`config.mk`:
```
export PLATFORM = sky130hd
export DESIGN_NAME = div_unit
export DESIGN_NICKNAME = d
export VERILOG_FILES = /design/src/rtl/div_unit_pkg.sv /design/src/rtl/div_unit_step.sv /design/src/rtl/div_unit.sv
export SDC_FILE = /design/constraint.sdc
export NUM_CORES = 1
export LEC_CHECK = 0
export ABC_CLOCK_PERIOD_IN_PS = 7750
export BUFFER_PORTS_ARGS = -buffer_cell sky130_fd_sc_hd__buf_2
export CAP_MARGIN = 10
export CORE_UTILIZATION = 54
export DETAILED_ROUTE_END_ITERATION = 8
export PLACE_DENSITY = 0.78
export SETUP_SLACK_MARGIN = 0.3
export SLEW_MARGIN = 5
export SYNTH_ARGS = -nofsm -noshare
export SYNTH_HDL_FRONTEND = slang
export SYNTH_SLANG_ARGS = --single-unit
export TNS_END_PERCENT = 10
```
`constraint.sdc`:
```
create_clock -name clk -period 7.75 [get_ports clk]
set_input_delay 0.3875 -clock clk [delete_from_list [all_inputs] [get_ports clk]]
set_output_delay 0.3875 -clock clk [all_outputs]
set_load 0.02 [all_outputs]
```
`src/rtl/div_unit_pkg.sv`:
```
// Shared state codes and handshake levels for the multi-cycle divider.
package div_unit_pkg;

  typedef enum logic [1:0] {
    DIV_FREE    = 2'b00,
    DIV_BY_ZERO = 2'b01,
    DIV_ON      = 2'b10,
    DIV_END     = 2'b11
  } div_state_e;

  localparam logic DIV_RESULT_READY     = 1'b1;
  localparam logic DIV_RESULT_NOT_READY = 1'b0;

endpackage

```
`src/rtl/div_unit_step.sv`:
```
// One restoring-division iteration: trial-subtract the divisor from the
// shifted partial remainder and restore when the difference goes negative.
module div_step #(
  parameter int WIDTH = 32
) (
  input  logic [WIDTH:0]   rem_shift_i,
  input  logic [WIDTH-1:0] divisor_i,
  output logic [WIDTH-1:0] rem_next_o,
  output logic             quo_bit_o
);

  logic [WIDTH:0] diff;

  // The shifted remainder can exceed 2**WIDTH; its top bit alone then
  // guarantees the subtraction succeeds even though diff wraps.
  always_comb begin
    diff       = rem_shift_i - {1'b0, divisor_i};
    quo_bit_o  = rem_shift_i[WIDTH] | ~diff[WIDTH];
    rem_next_o = quo_bit_o ? diff[WIDTH-1:0] : rem_shift_i[WIDTH-1:0];
  end

endmodule

```
`src/rtl/div_unit.sv`:
```
// Multi-cycle radix-2 restoring divider (DIV/DIVU) with start/ready handshake,
// annul and divide-by-zero handling. result_o = {remainder, quotient}.
// Optional build macro: DIV_EARLY_OUT_EN -- operands with |op1| < |op2|
// finish early with quotient 0 and remainder op1.
module div_unit
  import div_unit_pkg::*;
#(
  parameter int WIDTH = 32,
  parameter int CNT_W = 6    // 2**CNT_W must exceed WIDTH
) (
  input  logic               clk,
  input  logic               rst,
  input  logic               signed_div_i,
  input  logic [WIDTH-1:0]   opdata1_i,
  input  logic [WIDTH-1:0]   opdata2_i,
  input  logic               start_i,
  input  logic               annul_i,
  output logic [2*WIDTH-1:0] result_o,
  output logic               ready_o
);

  localparam logic [CNT_W-1:0] LAST_STEP = CNT_W'(WIDTH - 1);

  div_state_e         state_q, state_d;
  logic [CNT_W-1:0]   cnt_q, cnt_d;
  logic [WIDTH-1:0]   rem_q, rem_d;
  logic [WIDTH-1:0]   quo_q, quo_d;
  logic [WIDTH-1:0]   dvsr_q, dvsr_d;
  logic               neg_quo_q, neg_quo_d;
  logic               neg_rem_q, neg_rem_d;
  logic [2*WIDTH-1:0] res_q, res_d;

  logic [WIDTH-1:0]   mag1, mag2;
  logic [WIDTH:0]     rem_shift;
  logic [WIDTH-1:0]   step_rem;
  logic               step_bit;
  logic [WIDTH-1:0]   quo_next;

  function automatic logic [WIDTH-1:0] magnitude(input logic [WIDTH-1:0] v,
                                                 input logic is_signed);
    return (is_signed && v[WIDTH-1]) ? -v : v;
  endfunction

  function automatic logic [WIDTH-1:0] apply_sign(input logic [WIDTH-1:0] v,
                                                  input logic neg);
    return neg ? -v : v;
  endfunction

  assign mag1      = magnitude(opdata1_i, signed_div_i);
  assign mag2      = magnitude(opdata2_i, signed_div_i);
  // The dividend is shifted out of the quotient register MSB-first.
  assign rem_shift = {rem_q, quo_q[WIDTH-1]};
  assign quo_next  = {quo_q[WIDTH-2:0], step_bit};

  div_step #(.WIDTH(WIDTH)) u_step (
    .rem_shift_i (rem_shift),
    .divisor_i   (dvsr_q),
    .rem_next_o  (step_rem),
    .quo_bit_o   (step_bit)
  );

  // Next-state, iteration and result-capture logic.
  always_comb begin
    state_d   = state_q;
    cnt_d     = cnt_q;
    rem_d     = rem_q;
    quo_d     = quo_q;
    dvsr_d    = dvsr_q;
    neg_quo_d = neg_quo_q;
    neg_rem_d = neg_rem_q;
    res_d     = res_q;
    unique case (state_q)
      DIV_FREE: begin
        if (start_i && !annul_i) begin
          dvsr_d    = mag2;
          quo_d     = mag1;
          rem_d     = '0;
          cnt_d     = '0;
          neg_quo_d = signed_div_i & (opdata1_i[WIDTH-1] ^ opdata2_i[WIDTH-1]);
          neg_rem_d = signed_div_i & opdata1_i[WIDTH-1];
          // Short paths pre-load the result and hop through DIV_BY_ZERO,
          // so they present ready two cycles after acceptance.
          if (opdata2_i == '0) begin
            res_d   = '0;
            state_d = DIV_BY_ZERO;
          end
`ifdef DIV_EARLY_OUT_EN
          else if (mag1 < mag2) begin
            res_d   = {opdata1_i, {WIDTH{1'b0}}};
            state_d = DIV_BY_ZERO;
          end
`endif
          else begin
            state_d = DIV_ON;
          end
        end
      end
      DIV_ON: begin
        if (annul_i) begin
          state_d = DIV_FREE;
        end else begin
          rem_d = step_rem;
          quo_d = quo_next;
          cnt_d = cnt_q + CNT_W'(1);
          if (cnt_q == LAST_STEP) begin
            res_d   = {apply_sign(step_rem, neg_rem_q), apply_sign(quo_next, neg_quo_q)};
            state_d = DIV_END;
          end
        end
      end
      DIV_BY_ZERO: begin
        state_d = annul_i ? DIV_FREE : DIV_END;
      end
      DIV_END: begin
        if (!start_i) state_d = DIV_FREE;
      end
      default: state_d = DIV_FREE;
    endcase
  end

  // Control state: FSM and iteration counter.
  always_ff @(posedge clk) begin
    if (rst) begin
      state_q <= DIV_FREE;
      cnt_q   <= '0;
    end else begin
      state_q <= state_d;
      cnt_q   <= cnt_d;
    end
  end

  // Datapath registers; their contents are only visible in DIV_END.
  always_ff @(posedge clk) begin
    rem_q     <= rem_d;
    quo_q     <= quo_d;
    dvsr_q    <= dvsr_d;
    neg_quo_q <= neg_quo_d;
    neg_rem_q <= neg_rem_d;
    res_q     <= res_d;
  end

  assign ready_o  = (state_q == DIV_END) ? DIV_RESULT_READY : DIV_RESULT_NOT_READY;
  assign result_o = (state_q == DIV_END) ? res_q : '0;

endmodule
```
==> summary.txt <==
GRT
  • First-pass GRT wire length: 50300 um
  • GR Util met1: 0.358
  • Vias in the first global route: 9889
  • Met3 GRT Util: 0.0350
  • Tot GR Track Use: 0.269
  • Grt ovf: 0
  • Met2 GRT Util: 0.453
  • Grt peak-use layer: met2
  • Initial antenna violation count: 0
  • Largest net degree at the start of global routing: 82

Finish
  • Area Overhead vs Synth: 11.7%
  • Filler cell count: 1860
  • # diodes: 0
  • Layout cells sized above 1: 0.139
  • Nets@finish: 1568

Worst setup path
  • CP startpoint: quo_q[31]$_DFFE_PP_
  • Worst path slowest cell: or4b_2
  • R2R Path End: res_q[62]$_SDFFCE_PN0P_
  • Worst EP arrival: 5460 ps
  • Crit end category: register
  • Worst r2r src: quo_q[31]$_DFFE_PP_
  • Setup crit start kind: register
  • Kind of critical path: register to register
  • R2r setup slk: 2470 ps
  • Largest stage delay on the critical path: 720 ps
  • Worst-path cell chain: inv_1 > ha_1 > fa_1 > nor2b_1 > o31a_1 > o211ai_2 > a2111oi_4 > or2_2 > nand2_1 > o21ai_0 > ha_1 > o21ai_0 > or4b_2 > nor2_1 > a41oi_1 > a21o_1 > o311a_1 > a211o_1
  • Crit-path max FO: 7
  • Worst r2r path cells: 18
  • Worst EP required: 7930 ps

Clocking
  • Clock Path Buffers: 2
  • Clock sinks: 170
  • Root Driver: clkbuf_16
  • Post-CTS Setup Bufs: 0
  • Cts bufs inserted: 17
  • CTS tree: built
  • Post-CTS Resized: 0
  • H-tree levels: 4
  • Clock transition at the registers of the reported paths: 70 ps
  • # hold bufs at CTS: 0
  • Worst skew pair latency: 430 ps

Flow run
  • Max-cap violations: 0

Power and ir drop
  • Worst IR Drop VDD: 158 uV
  • Power Dens Cells: 327 nW/um^2
  • Design Power: 0.00447 W
  • P_leak: 5.40 nW

Min path
  • Worst Hold Launch: rst
  • Hold/Removal Path Class: input pin to register
  • Hold Path End: cnt_q[1]$_SDFFE_PP0P_
  • WHS Path Cells: 2

Routing
  • Total wire length: 30800 um
  • Antenna Violating Nets Remaining: 0
  • Vias: 10531
  • DR vias/cell: 6.02
  • DR pass1 iterations: 9
  • Drt wl/cell: 17.6 um
  • DRC viols: 11
  • DRT iter0 DRCs: 1021

Place
  • GP Congestion: 0.958
  • Port Buffers: 133
  • Dpl hpwl: 23000 um

Timing
  • Setup TNS Final: 0 ps
  • Final setup violation count: 0
  • Minimum clock period: 5280 ps
  • Clock Skew: 11.7 ps
  • Fin. max-slew vios: 0
  • Final Hold Viols: 0
  • Fmax: 190 MHz
  • Tcrit/Tclk final: 0.681
  • Relative slew slack: 0.295
  • Least-Margin Pin Slew: 1050 ps
  • RSZ-0062 raised after global routing: no

Logic synthesis
  • Yosys top cell by area: edfxtp_1
  • Yosys top cell area share: 0.397
  • Yosys warnings: 0
  • FF+latch count, synth: 170
  • Most used flip-flop cell after synthesis: edfxtp_1
  • Post-synth ARST share: 0
  • Post-Syn Area: 12300 sq um
  • Total nets after synthesis: 1465
  • Area contributors post-synth: edfxtp_1 (40%), nor2_1 (5.2%), xor2_1 (4.8%)
  • Synth Instances: 1354
  • Mapped Avg Cell Area: 9.05 sq um
  • Sequential fraction of the synthesis area: 0.410
  • Synth cell types: 87
  • EDFF count, synth: 162

Floorplanning
  • # rows: 54
  • Initial Util: 0.556
  • Die Wd: 153 um
  • DIE AREA: 23300 sq um
  • DIE HEIGHT: 153 um
  • # IOs: 134
  • Core area: 22000 sq um

Run status
  • Failing checks: design-rule violations
  • Outcome: finished with violations
==> cell usage in the layout (no fill, tap or decap), types with 10 or more instances in the layout <==
cell type  instances
o21ai_0           89
or3_1             20
mux2i_1           20
or4_1             13
xor2_1            67
and2_1            84
a21oi_1           77
nand4_1           12
nand2b_1          10
o21a_1            12
nor4_1            16
o31ai_1           24
o21ai_1           10
o41ai_1           13
nor2_1           169
clkbuf_16         17
edfxtp_1         162
inv_1             64
a211oi_1          16
a21o_1            13
buf_2            133
xnor2_1           59
nand2_1          127
nor3_1            36
ha_1              39
nand3_1           18
==> cells in the mapped netlist (24+ instances only) <==
| library cell | n |
|---|---|
| nor2_1 | 171 |
| edfxtp_1 | 162 |
| nand2_1 | 127 |
| o21ai_0 | 89 |
| and2_1 | 84 |
| a21oi_1 | 78 |
| xor2_1 | 67 |
| inv_1 | 65 |
| xnor2_1 | 59 |
| ha_1 | 41 |
| clkbuf_1 | 38 |
| nor3_1 | 36 |
| o31ai_1 | 24 |
==> cell type report <==
| cell class | count | area (sq um) | share of cell area |
|---|---|---|---|
| multi-input combinational | 1062 | 6770 | 0.495 |
| sequential | 170 | 5020 | 0.367 |
| timing repair buffer | 140 | 718 | 0.0525 |
| clock buffer | 20 | 437 | 0.0319 |
| tap | 280 | 350 | 0.0256 |
| inverter | 66 | 248 | 0.0181 |
| clock inverter | 12 | 141 | 0.0103 |
==> state kept, by name, summed over array words and instances (netlist names) <==
signal and flops:
neg_rem_q 1, cnt_q 6, dvsr_q 32, neg_quo_q 1, quo_q 32, state_q 2, res_q 64, rem_q 32
==> critical path: cells and delay by family, from the launching register on <==
kind,cells,cell delay (ps)
AO/OA/AOI/OAI,9,2240
adder cells (fa/ha/maj),3,940
buffers and inverters,1,60
flip-flops,1,380
AND/OR/NAND/NOR,5,1420
==> stage by stage <==
| step | std cells | utilization | instance area (sq um) | hold WS [ps] | setup slack [ps] |
|---|---|---|---|---|---|
| final | 1750 | 0.622 | 13700 | 209 | 2470 |
| after global routing | 1750 | 0.622 | 13700 | 191 | 2200 |
| after CTS | 1750 | 0.622 | 13700 | 190 | 2540 |
| after detailed placement | 1718 | 0.595 | 13100 | 498 | 2550 |
| after global placement | 1718 | 0.595 | 13100 | 469 | 2690 |
| after floorplan | 1354 | - | 12300 | 452 | 1450 |
==> metal layers <==
metal,wire length (um),up-vias
met2,14600,470
met4,774,0
met1,13200,4902
met3,2280,66
met5,0,-
li1,-,5093
==> report_power, final <==
group	internal [W]	switching [W]
Sequential	0.00131	0.000146
Combinational	0.000742	0.00142
Clock	0.000480	0.000377
Total	0.00253	0.00194
==> worst max path at each step <==
stage,slack [ps],to,cells past startpoint
after global routing,2200,res_q[56]$_SDFFCE_PN0P_,18
final,2470,res_q[62]$_SDFFCE_PN0P_,18
after CTS,2540,res_q[62]$_SDFFCE_PN0P_,18
after detailed placement,2550,res_q[62]$_SDFFCE_PN0P_,18
after floorplan,1450,res_q[0]$_SDFFCE_PN0P_,7
after global placement,2690,res_q[60]$_SDFFCE_PN0P_,18
==> kinds of logic after synthesis <==
| kind of cell | count (synthesis) | share of synthesized area |
|---|---|---|
| simple gates | 542 | 0.218 |
| compound gates | 325 | 0.176 |
| flops | 170 | 0.410 |
| xor+xnor | 126 | 0.0901 |
| buf+inv | 122 | 0.0398 |
| fa+ha+maj | 42 | 0.0435 |
| mux | 27 | 0.0231 |
Power figures use the tool's default switching activity.
